==> config.mk <==
export PLATFORM = sky130hd
export DESIGN_NAME = shift_sequencer_flat
export DESIGN_NICKNAME = d
export VERILOG_FILES = /design/src/rtl/shift_sequencer_if.sv /design/src/rtl/shift_sequencer.sv /design/src/flat_wrapper.sv
export SDC_FILE = /design/constraint.sdc
export NUM_CORES = 1
export LEC_CHECK = 0
export ABC_AREA = 0
export ABC_CLOCK_PERIOD_IN_PS = 4450
export BUFFER_PORTS_ARGS = -buffer_cell sky130_fd_sc_hd__clkbuf_2
export CAP_MARGIN = 40
export CORE_UTILIZATION = 43
export CTS_BUF_LIST = sky130_fd_sc_hd__clkbuf_8
export DETAILED_ROUTE_END_ITERATION = 6
export PLACE_DENSITY = 0.71
export SLEW_MARGIN = 20
export SYNTH_ARGS = -nofsm -noshare
export SYNTH_HDL_FRONTEND = slang
export SYNTH_SLANG_ARGS = --single-unit
==> constraint.sdc <==
create_clock -name clk -period 4.45 [get_ports clk]
set_input_delay 0.89 -clock clk [delete_from_list [all_inputs] [get_ports clk]]
set_output_delay 0.89 -clock clk [all_outputs]
set_load 0.01 [all_outputs]
==> src/rtl/shift_sequencer_if.sv <==
// Handshake bundle between a shift_sequencer and its controller, including the
// chain end bits fed back from the mc10141 slices.
interface shift_sequencer_if #(
    parameter int CNT_W = 6
);
    logic             start;
    logic             load;
    logic [CNT_W-1:0] count;
    logic             dir;
    logic [1:0]       fill;
    logic             abort;
    logic             q0;
    logic             q35;
    logic [1:0]       mode;
    logic             fillHi;
    logic             fillLo;
    logic             ready;
    logic             done;
    logic [CNT_W-1:0] remaining;

    modport master (
        output start, load, count, dir, fill, abort, q0, q35,
        input  mode, fillHi, fillLo, ready, done, remaining
    );

    modport slave (
        input  start, load, count, dir, fill, abort, q0, q35,
        output mode, fillHi, fillLo, ready, done, remaining
    );
endinterface

==> src/rtl/shift_sequencer.sv <==
// Sequencer for a 36-bit mc10141 chain: optional LOAD, N shifts, then HOLD + done.
// Optional feature macro: SHIFT_SEQ_ROTATE_EN enables the rotate fill (fill=11).
module shift_sequencer #(
    parameter int CNT_W = 6
) (
    input logic             clk,
    input logic             rstN,
    shift_sequencer_if.slave bus
);
    typedef enum logic [1:0] {S_IDLE, S_LOAD, S_SHIFT, S_DONE} state_t;

    localparam logic [1:0] M_LOAD   = 2'b00;
    localparam logic [1:0] M_SHIFTL = 2'b01;
    localparam logic [1:0] M_SHIFTR = 2'b10;
    localparam logic [1:0] M_HOLD   = 2'b11;

    state_t           r_state, w_state_next;
    logic [CNT_W-1:0] r_rem, w_rem_next;
    logic             r_dir, w_dir_next;
    logic [1:0]       r_fill, w_fill_next;
    logic             w_fill_hi, w_fill_lo;

    always_ff @(posedge clk or negedge rstN) begin
        if (!rstN) begin
            r_state <= S_IDLE;
            r_rem   <= '0;
            r_dir   <= 1'b0;
            r_fill  <= 2'b00;
        end else begin
            r_state <= w_state_next;
            r_rem   <= w_rem_next;
            r_dir   <= w_dir_next;
            r_fill  <= w_fill_next;
        end
    end

    always_comb begin
        w_state_next = r_state;
        w_rem_next   = r_rem;
        w_dir_next   = r_dir;
        w_fill_next  = r_fill;
        case (r_state)
            S_IDLE: begin
                // abort in IDLE masks a simultaneous start
                if (bus.start && !bus.abort) begin
                    w_dir_next  = bus.dir;
                    w_fill_next = bus.fill;
                    w_rem_next  = bus.count;
                    if (bus.load)              w_state_next = S_LOAD;
                    else if (bus.count != '0)  w_state_next = S_SHIFT;
                    else                       w_state_next = S_DONE;
                end
            end
            S_LOAD: begin
                if (bus.abort) begin
                    w_state_next = S_DONE;
                    w_rem_next   = '0;
                end else if (r_rem != '0) begin
                    w_state_next = S_SHIFT;
                end else begin
                    w_state_next = S_DONE;
                end
            end
            S_SHIFT: begin
                if (bus.abort || r_rem <= CNT_W'(1)) begin
                    w_state_next = S_DONE;
                    w_rem_next   = '0;
                end else begin
                    w_rem_next   = r_rem - CNT_W'(1);
                end
            end
            S_DONE:  w_state_next = S_IDLE;
            default: w_state_next = S_IDLE;
        endcase
    end

    always_comb begin
        bus.mode = M_HOLD;
        case (r_state)
            S_LOAD:  bus.mode = M_LOAD;
            S_SHIFT: bus.mode = r_dir ? M_SHIFTL : M_SHIFTR;
            default: bus.mode = M_HOLD;
        endcase
    end

    // Fill decode uses the live chain end bits; slices capture it on the next edge.
    always_comb begin
        w_fill_hi = 1'b0;
        w_fill_lo = 1'b0;
        case (r_fill)
            2'b01: begin
                w_fill_hi = 1'b1;
                w_fill_lo = 1'b1;
            end
            2'b10: w_fill_hi = r_dir & bus.q0;
`ifdef SHIFT_SEQ_ROTATE_EN
            2'b11: begin
                if (r_dir) w_fill_hi = bus.q35;
                else       w_fill_lo = bus.q0;
            end
`endif
            default: ;
        endcase
    end

`ifndef SHIFT_SEQ_ROTATE_EN
    logic w_unused_q35;
    assign w_unused_q35 = bus.q35;
`endif

    assign bus.fillHi    = w_fill_hi;
    assign bus.fillLo    = w_fill_lo;
    assign bus.ready     = (r_state == S_IDLE);
    assign bus.done      = (r_state == S_DONE);
    assign bus.remaining = r_rem;
endmodule
==> src/flat_wrapper.sv <==
// flat-port wrapper written by rule: the top's interface ports become plain ports
module shift_sequencer_flat 
#(
    parameter int CNT_W = 6
)
  (clk, rstN, bus_start, bus_load, bus_count, bus_dir, bus_fill, bus_abort, bus_q0, bus_q35, bus_mode, bus_fillHi, bus_fillLo, bus_ready, bus_done, bus_remaining);
  shift_sequencer_if #(.CNT_W(CNT_W)) bus_i ();
  input logic clk;
  input logic rstN;
  input wire logic [$bits(bus_i.start)-1:0] bus_start;
  input wire logic [$bits(bus_i.load)-1:0] bus_load;
  input wire logic [$bits(bus_i.count)-1:0] bus_count;
  input wire logic [$bits(bus_i.dir)-1:0] bus_dir;
  input wire logic [$bits(bus_i.fill)-1:0] bus_fill;
  input wire logic [$bits(bus_i.abort)-1:0] bus_abort;
  input wire logic [$bits(bus_i.q0)-1:0] bus_q0;
  input wire logic [$bits(bus_i.q35)-1:0] bus_q35;
  output wire logic [$bits(bus_i.mode)-1:0] bus_mode;
  output wire logic [$bits(bus_i.fillHi)-1:0] bus_fillHi;
  output wire logic [$bits(bus_i.fillLo)-1:0] bus_fillLo;
  output wire logic [$bits(bus_i.ready)-1:0] bus_ready;
  output wire logic [$bits(bus_i.done)-1:0] bus_done;
  output wire logic [$bits(bus_i.remaining)-1:0] bus_remaining;
  assign bus_i.start = bus_start;
  assign bus_i.load = bus_load;
  assign bus_i.count = bus_count;
  assign bus_i.dir = bus_dir;
  assign bus_i.fill = bus_fill;
  assign bus_i.abort = bus_abort;
  assign bus_i.q0 = bus_q0;
  assign bus_i.q35 = bus_q35;
  assign bus_mode = bus_i.mode;
  assign bus_fillHi = bus_i.fillHi;
  assign bus_fillLo = bus_i.fillLo;
  assign bus_ready = bus_i.ready;
  assign bus_done = bus_i.done;
  assign bus_remaining = bus_i.remaining;
  shift_sequencer #(.CNT_W(CNT_W)) u_core (.clk(clk), .rstN(rstN), .bus(bus_i));
endmodule
==> impl_metrics.toml <==
[worst_setup_path]
worstPathRequired_ps = 3560
reg2regPathDepth = 6
r2r_slack_ps = 2620
end_kind = "output pin"
r2r-start = "u_core.bus.remaining[0]"
cp_max_fo = 6
reg2reg_to = "u_core.bus.remaining[5]"
worstPathArrival_ps = 1370
crit_type = "register to output pin"
critPathLaunchType = "register"

[synth]
synth.distinct_cells = 29
syn_nets = 111
synth_edf_count = 0
synthCells = 86
syn_area_per_cell_um2 = 9.646
yosysSeqAreaShare = 0.3318
synth_flop_cell = "dfrtp_1"
syn_area_um2 = 829.5
synth-seq-cells = 11
yosysWarnings = 0
synthArstFlopShare = 1.000

[grt]
grt_pass1_wl_um = 3015
met3_usage = 0.02381
antenna_found_initial = 0
grt_util_met2 = 0.3493
top_usage_layer = "met2"
grt_use_met1 = 0.2500
grt-ovfl-total = 0
grt_pass1_vias = 710
track_usage = 0.2000
grt_max_degree = 12

[die]
fp-row-count = 15
die-area_um2 = 2109
die_y_um = 45.92
core_um2 = 1764
fp.dieW_um = 45.92
start_util = 0.4702
pin_count = 28

[timing]
max_clock_freq_mhz = 442.4
hold_viol = 0
fin_crit_ps = 2261
setup_violations = 0
finalClockSkew_ps = 4.562
relSlewSlack = 0.6414
grt_setup_unrepaired = "false"
setup_slack_ps = 2189
finalSetupTns_ps = 0
hold_slack_ps = 528.1
slew_violations = 0
fin_crit_sh = 0.5080
worst_pin_slew_ps = 537.8

[detailed_routing]
drtPass1Iterations = 4
avgRoutedWirePerCell_um = 13.31
drt_iter0_drc = 15
drt_wl_total_um = 1877
remaining_drc_errors = 0
via_count = 777
ant_nets = 0
vias_per_cell = 5.511

[finish]
syn2layout_area_growth_pct = 24.89
fin_nets = 142
diodes = 0
drive_gt1_frac = 0.3276
fin_util = 0.5872

[place]
port-buffer-count = 26
place_congestion = 0.7846
dp_hpwl_um = 1496
pre_cts_slack_ps = 2269

[clock_network]
tritoncts = "done"
cts_buffer_depth = 2
cts.sinks = 11
clkLatencyLatePin_ps = 230
root_buffer = "clkbuf_8"
postCtsHoldBufs = 0
cts_made_buffers = 3
clkTransAtPathRegs_ps = 50
htree_levels = 1
ctsResizeCount = 0
post-cts-setup-buffer-count = 0

[run]
drv_cap = 0

[power]
leakage_nw = 0.5128
power_density_nw_per_um2 = 781.8
ir_drop_mv = 0.3621

[status]
status = "complete, no violations"

[worst_hold_path]
hold_class = "input port to async pin"
-- how the worst max path moves through the flow --
stage / depth (start not counted) / slack (ps) / from / endpoint
floorplan: 2 / 2440 / bus_q0 / bus_fillHi
detailed placement: 5 / 2270 / bus_abort / u_core.bus.remaining[3]
global placement: 4 / 2280 / bus_q0 / bus_fillHi
finish: 4 / 2190 / u_core.r_state[0] / bus_mode[1]
CTS: 4 / 2190 / u_core.r_state[0] / bus_mode[1]
global route: 4 / 2090 / u_core.r_state[0] / bus_mode[1]
-- cell usage in the layout (no fill, tap or decap), types with 3 or more instances in the layout --
cell type,n
dfrtp_1,11
nand2b_1,3
nor2_1,3
o21ai_0,6
clkbuf_8,3
nand2_1,5
a21oi_1,4
clkbuf_2,26
o2bb2ai_1,4
mux2_2,5
inv_1,11
nor4_1,3
ha_1,9
-- routing by layer --
| metal | vias to the layer above | routed length (um) |
|---|---|---|
| li1 | 380 | - |
| met1 | 368 | 801 |
| met2 | 27 | 963 |
| met3 | 2 | 99 |
| met4 | 0 | 12 |
| met5 | - | 0 |
-- cell type report --
class | instances | area [um^2]
fill | 184 | 728.2
multi-input combinational | 65 | 516.7
sequential | 11 | 275.3
timing repair buffer | 26 | 130.1
clock buffer | 3 | 41.29
inverter | 10 | 37.54
tap | 25 | 31.28
clock inverter | 1 | 3.754
-- critical path: stages (launching register included) --
cell and delay, ps:
dfrtp_1 420, inv_1 90, ha_1 270, mux2i_1 210, clkbuf_2 150
-- flip-flops by register name (all words and copies together), names as in the netlist --
register and flops:
u_core.r_state 2, u_core.r_fill 2, u_core.r_dir 1, u_core.bus.remaining 6
-- Yosys cell counts, drive strengths merged (2+ instances only) --
cell type   n  area share
or4         3       0.032
inv        10       0.045
nor2        3       0.014
nor4        3       0.023
nand2       5       0.023
mux2        5       0.068
a31oi       2       0.015
o21ai       7       0.042
nor3        2       0.012
nand2b      3       0.023
mux2i       2       0.024
dfrtp      11        0.33
o2bb2ai     4       0.042
ha          9        0.14
nand3       2       0.012
a21oi       4       0.024
-- cell families after synthesis --
group,count (synthesis),synth area share
AO/OA/AOI/OAI,25,0.2308
AND/OR/NAND/NOR,24,0.1644
flip-flops,11,0.3318
buffers and inverters,10,0.04525
adder cells (fa/ha/maj),9,0.1357
multiplexers,7,0.09200
-- power by group --
part | total (mW) | leakage [nW] | internal, mW | switching [mW]
sequential | 0.210 | 0.135 | 0.151 | 0.0591
clock | 0.0978 | 0.0269 | 0.0605 | 0.0373
combinational | 0.502 | 0.351 | 0.225 | 0.277
total | 0.810 | 0.513 | 0.436 | 0.373
-- through the flow --
step	area (um^2)	instances	power, mW
4_1_cts	1036	141	0.8138
6_report	1036	141	0.8099
5_1_grt	1036	141	0.8846
3_3_place_gp	991.0	137	0.6974
3_5_place_dp	991.0	137	0.7137
2_1_floorplan	829.5	86	0.5686
(Power assumes the default switching activity.)
